`config.mk`:
```
export PLATFORM = sky130hd
export DESIGN_NAME = mmu_ctxload
export DESIGN_NICKNAME = d
export VERILOG_FILES = /design/src/rtl/mmu_ctxload.sv
export SDC_FILE = /design/constraint.sdc
export NUM_CORES = 1
export LEC_CHECK = 0
export ABC_AREA = 1
export BUFFER_PORTS_ARGS = -buffer_cell sky130_fd_sc_hd__buf_2
export CELL_PAD_IN_SITES_DETAIL_PLACEMENT = 0
export CELL_PAD_IN_SITES_GLOBAL_PLACEMENT = 1
export CORE_ASPECT_RATIO = 0.6
export CORE_MARGIN = 10
export CORE_UTILIZATION = 40
export DETAILED_ROUTE_END_ITERATION = 8
export GPL_TIMING_DRIVEN = 0
export PLACE_DENSITY = 0.68
export SYNTH_ARGS = -nofsm -noshare
export SYNTH_HDL_FRONTEND = slang
export SYNTH_SLANG_ARGS = --single-unit
export TNS_END_PERCENT = 10
```
`constraint.sdc`:
```
create_clock -name i_eclk -period 2.6 [get_ports i_eclk]
set_input_delay 0.26 -clock i_eclk [delete_from_list [all_inputs] [get_ports i_eclk]]
set_output_delay 0.26 -clock i_eclk [all_outputs]
set_load 0.01 [all_outputs]
```
`src/rtl/mmu_ctxload.sv`:
```
// Context-switch sequencer: holds NCTX shadow page-table contexts and streams one into the live
// MMU page table, one PTE per E-clock. Define MMU_CTXLOAD_IRQ_EN to drive the completion interrupt.
module mmu_ctxload #(
   parameter int NCTX_BITS = 2
) (
   input  logic       i_eclk,
   input  logic       i_reset_n,
   input  logic       i_cs,
   input  logic       i_rw,
   input  logic [3:0] i_addr,
   input  logic [7:0] i_data,
   output logic [7:0] o_data,
   output logic       o_ptwe,
   output logic [2:0] o_ptidx,
   output logic [7:0] o_ptdata,
   output logic       o_busy,
   output logic       o_irq_n
);

   localparam int NCTX = 1 << NCTX_BITS;

   typedef enum logic {
      IDLE = 1'b0,
      COPY = 1'b1
   } state_t;

   state_t state, state_nxt;

   logic [7:0]           store [NCTX*8];
   logic [NCTX_BITS-1:0] ctxsel;
   logic [NCTX_BITS-1:0] src;
   logic [NCTX_BITS-1:0] live;
   logic [3:0]           cnt;
   logic                 err;
   logic                 done;

   logic wr, rd;
   logic wr_entry, wr_ctxsel, wr_load, rd_status;
   logic busy, entry_blocked, load_go, copy_end;
   logic [7:0] status;

   assign wr        = i_cs & ~i_rw;
   assign rd        = i_cs & i_rw;
   assign wr_entry  = wr & ~i_addr[3];
   assign wr_ctxsel = wr & (i_addr == 4'h8);
   assign wr_load   = wr & (i_addr == 4'h9);
   assign rd_status = rd & (i_addr == 4'hA);

   assign busy          = (state == COPY);
   // The context being streamed is frozen for the whole copy window.
   assign entry_blocked = busy & (ctxsel == src);
   assign load_go       = wr_load & ~busy;
   // cnt reaches 8 on the edge after the last PTE write; that edge closes the copy.
   assign copy_end      = busy & (cnt == 4'd8);

   assign status = 8'(live) | {busy, err, done, 5'b00000};

   always_ff @(posedge i_eclk or negedge i_reset_n) begin
      if (!i_reset_n) state <= IDLE;
      else            state <= state_nxt;
   end

   always_comb begin
      state_nxt = state;
      case (state)
         IDLE:    if (load_go)  state_nxt = COPY;
         COPY:    if (copy_end) state_nxt = IDLE;
         default: state_nxt = IDLE;
      endcase
   end

   always_ff @(posedge i_eclk or negedge i_reset_n) begin
      if (!i_reset_n) begin
         ctxsel   <= '0;
         src      <= '0;
         live     <= '0;
         cnt      <= 4'd0;
         err      <= 1'b0;
         done     <= 1'b0;
         o_ptwe   <= 1'b0;
         o_ptidx  <= 3'd0;
         o_ptdata <= 8'h00;
      end else begin
         if (wr_ctxsel) ctxsel <= i_data[NCTX_BITS-1:0];

         if (load_go) begin
            src <= i_data[NCTX_BITS-1:0];
            cnt <= 4'd0;
         end

         if (busy && !copy_end) begin
            o_ptwe   <= 1'b1;
            o_ptidx  <= cnt[2:0];
            o_ptdata <= store[{src, cnt[2:0]}];
            cnt      <= cnt + 4'd1;
         end else begin
            o_ptwe <= 1'b0;
         end

         if (copy_end) live <= src;

         // Setting has priority over the clear-on-read of STATUS.
         if ((wr_load && busy) || (wr_entry && entry_blocked)) err <= 1'b1;
         else if (rd_status)                                   err <= 1'b0;

         if (copy_end)                  done <= 1'b1;
         else if (load_go || rd_status) done <= 1'b0;
      end
   end

   always_ff @(posedge i_eclk) begin
      if (wr_entry && !entry_blocked) store[{ctxsel, i_addr[2:0]}] <= i_data;
   end

   always_comb begin
      o_data = 8'h00;
      if (i_cs) begin
         if (!i_addr[3])            o_data = store[{ctxsel, i_addr[2:0]}];
         else if (i_addr == 4'h8)   o_data = 8'(ctxsel);
         else if (i_addr == 4'hA)   o_data = status;
      end
   end

   assign o_busy = busy;

`ifdef MMU_CTXLOAD_IRQ_EN
   assign o_irq_n = ~done;
`else
   assign o_irq_n = 1'b1;
`endif

endmodule

```
==> results.sh <==
export IMPL_io_pins=38
export IMPL_ant_nets=0
export IMPL_clkPwrFrac=0.323
export IMPL_clock_sinks=281
export IMPL_synth_ff_latch_count=281
export IMPL_synthToLayoutAreaGrowth_pct=18.34
export IMPL_p_seq_frac=0.403
export IMPL_io_buffers=35
export IMPL_syn_cell_area_sq_um=13790
export IMPL_cts_buffers=30
export IMPL_die_h_um=163.8
export IMPL_drt_initial_drc_count=1885
export IMPL_switching_share=0.3601
export IMPL_grt_pass1_vias=11540
export IMPL_fin_area_sq_um=16320
export IMPL_fmax_mhz=367.7
export IMPL_setup_violations=12
export IMPL_synth_top_family_by_area="simple AND/OR/NAND/NOR gates"
export IMPL_syn_nets=1592
export IMPL_vias=12660
export IMPL_path_class="reg2out"
export IMPL_tightest_slew_ns=1.088
export IMPL_hp_class="in2reg"
export IMPL_synthXorXnorAreaFrac=0.001270
export IMPL_cts_root_buffer_cell="clkbuf_16"
export IMPL_hold_viol_final=0
export IMPL_synth_compound_area_frac=0.01687
export IMPL_synth_cell_types=29
export IMPL_tritoncts="done"
export IMPL_arrival_ns=2.46
export IMPL_dp_hpwl_mm=43.02
export IMPL_setup_tns_final_ns=-0.6658
export IMPL_die_area_sq_um=42550
export IMPL_worst_setup_path_end_kind="primary output"
export IMPL_synthFlopType="edfxtp_1"
export IMPL_finalWirelength_mm=63.12
export IMPL_clkSlewWorstSetupHoldPaths_ns=0.07
export IMPL_violations="setup timing"
export IMPL_antenna_cells=0
export IMPL_fin_crit_ns=2.719
export IMPL_rsz0062_at_grt="yes"
export IMPL_ys_warnings_count=0
export IMPL_rows=52
export IMPL_yosys_mux_area_fraction=0
export IMPL_synth_async_sr_flop_share=0.08897
export IMPL_syn_inst=1574
export IMPL_slew_limit_headroom=0.2747
export IMPL_antenna_found_initial=2
export IMPL_cp_required_ns=2.34
export IMPL_pwr_share_comb=0.274
export IMPL_overflow=0
export IMPL_crit_fanout=6
export IMPL_period_share=1.046
export IMPL_wl_per_cell_um=29.37
export IMPL_p_int_mw=8.193
export IMPL_fillers=3241
export IMPL_avgSynthCellArea_sq_um=8.762
export IMPL_core_sq_um=33830
export IMPL_setup_ws_ns=-0.1193
export IMPL_htree_levels=1
export IMPL_seq_area_sq_um=8314
export IMPL_cts_buffer_depth=3
export IMPL_status="finished, violations left"
export IMPL_place_area_sq_um=14540
export IMPL_route_detailed_drc=0
export IMPL_synthAdderAreaFrac=0.001814
export IMPL_yosysSeqAreaShare=0.6027
export IMPL_drive_gt1_frac=0.1586
export IMPL_fin_skew_ns=0.03167
export IMPL_initial_core_util=0.4077
export IMPL_p_per_area_nw_per_um2=784.4
export IMPL_ir_worst_vdd_uv=554.8
export IMPL_grt_pass1_wl_mm=86.71
export IMPL_maxCapViolCount=0
export IMPL_synthSimpleGateAreaFrac=0.3380
export IMPL_final_common_cell="nand2_1"
export IMPL_die_width_um=259.7
export IMPL_start_kind="flip-flop"
export IMPL_grt_max_degree=34
export IMPL_clk_latency_ns=0.61
export IMPL_p_leak_nw=6.480
export IMPL_gp_congestion=1.013
export IMPL_nets=1686
export IMPL_synth_edff_count=256
export IMPL_multi_input_area_sq_um=5440
export IMPL_finalMaxSlewViolations=0
export IMPL_vias_per_cell=5.890
export IMPL_final_cell_mix="nand2_1 (745), edfxtp_1 (256), nand3_1 (242)"
export IMPL_first_pass_iters=6
export IMPL_power_switching_mw=4.610
export IMPL_track_usage=0.2916
kinds of logic (layout without fill, tap and decap cells):
group                    count (synthesis)  in the layout
AND/OR/NAND/NOR                       1122           1122
flip-flops                             281            281
buffers and inverters                  121            237
AO/OA/AOI/OAI                           45             45
adder cells (fa/ha/maj)                  2              2
XOR/XNOR                                 2              2
other                                    1              1
worst paths after layout:
path                        startpoint     endpoint  slack, ns  cells past startpoint
setup / recovery             ctxsel[0]    o_data[2]      -0.12                     11
hold / removal                    i_rw          err       0.06                      3
setup reg to reg                cnt[2]  o_ptdata[0]      -0.05                      9
hold reg to reg            o_ptdata[4]  o_ptdata[4]       0.47                      2
max in group asynchronous    i_reset_n    ctxsel[1]       2.00                      2
min in group asynchronous    i_reset_n       src[0]       0.20                      2
metrics by stage:
step	instances	setup WS (ns)	util	hold slack, ns	power (mW)
3_5_place_dp	2068	-0.6502	0.4298	0.2802	8.327
3_3_place_gp	2068	-0.6818	0.4298	0.2791	8.325
4_1_cts	2142	-0.3214	0.4718	0.03749	12.52
2_1_floorplan	1574	0.6276	-	-0.03559	6.833
6_report	2149	-0.1193	0.4824	0.06389	12.80
5_1_grt	2149	-0.1436	0.4824	0.08769	13.16
layer usage:
| layer | global-route usage | routed length [um] |
|---|---|---|
| met5 | 0 | 13 |
| met2 | 0.3825 | 23970 |
| met4 | 0.09876 | 2329 |
| met3 | 0.1281 | 10020 |
| met1 | 0.4153 | 26780 |
cells in the mapped netlist (all sizes together) (2+ instances only):
cell type	n	share of area
edfxtp	256	0.56
buf	69	0.025
ha	2	0.0018
nor3	8	0.0047
nand3	244	0.089
inv	32	0.0087
clkinv	2	0.00054
clkbuf	18	0.0049
nand2	778	0.21
dfrtp	25	0.045
a21oi	16	0.0058
o21ai	26	0.0094
nor2	58	0.017
nand4	32	0.015
what timing repair did:
action,CTS,global route
hold endpoints to repair,25,0
endpoints found under the setup margin,278,274
gates cloned,0,0
buffers inserted,19,7
hold buffers,1,0
pin swaps,20,18
gates resized for setup,111,85
sequential cells by signal (all words and copies together) (netlist names):
| name | count |
|---|---|
| err | 1 |
| o_busy | 1 |
| done | 1 |
| store | 256 |
| live | 2 |
| o_ptwe | 1 |
| o_ptidx | 3 |
| o_ptdata | 8 |
| ctxsel | 2 |
| cnt | 4 |
| src | 2 |
layout make-up:
type,count,share of cell area
sequential,281,0.5094
multi-input combinational,1172,0.3333
clock buffer,44,0.05236
tap,459,0.03519
timing repair buffer,62,0.02959
buffer,87,0.02798
inverter,34,0.008662
clock inverter,10,0.003526
worst max-delay path, stage by stage (launching register included):
cell	delay [ns]
dfrtp_1	0.34
buf_6	0.13
clkinvlp_4	0.13
buf_6	0.16
nor3_4	0.21
buf_12	0.17
buf_6	0.12
nand2_1	0.09
nand2_1	0.09
nor2_2	0.06
a21oi_2	0.19
buf_2	0.17
power by group through the flow:
stage | clock, mW | combinational [mW] | sequential [mW]
finish | 4.13 | 3.51 | 5.16
global route | 4.33 | 3.65 | 5.18
CTS | 4.12 | 3.24 | 5.16
detailed placement | 0 | 3.08 | 5.25
global placement | 0 | 3.08 | 5.25
floorplan | 0 | 1.56 | 5.28
Power figures use the tool's default switching activity.
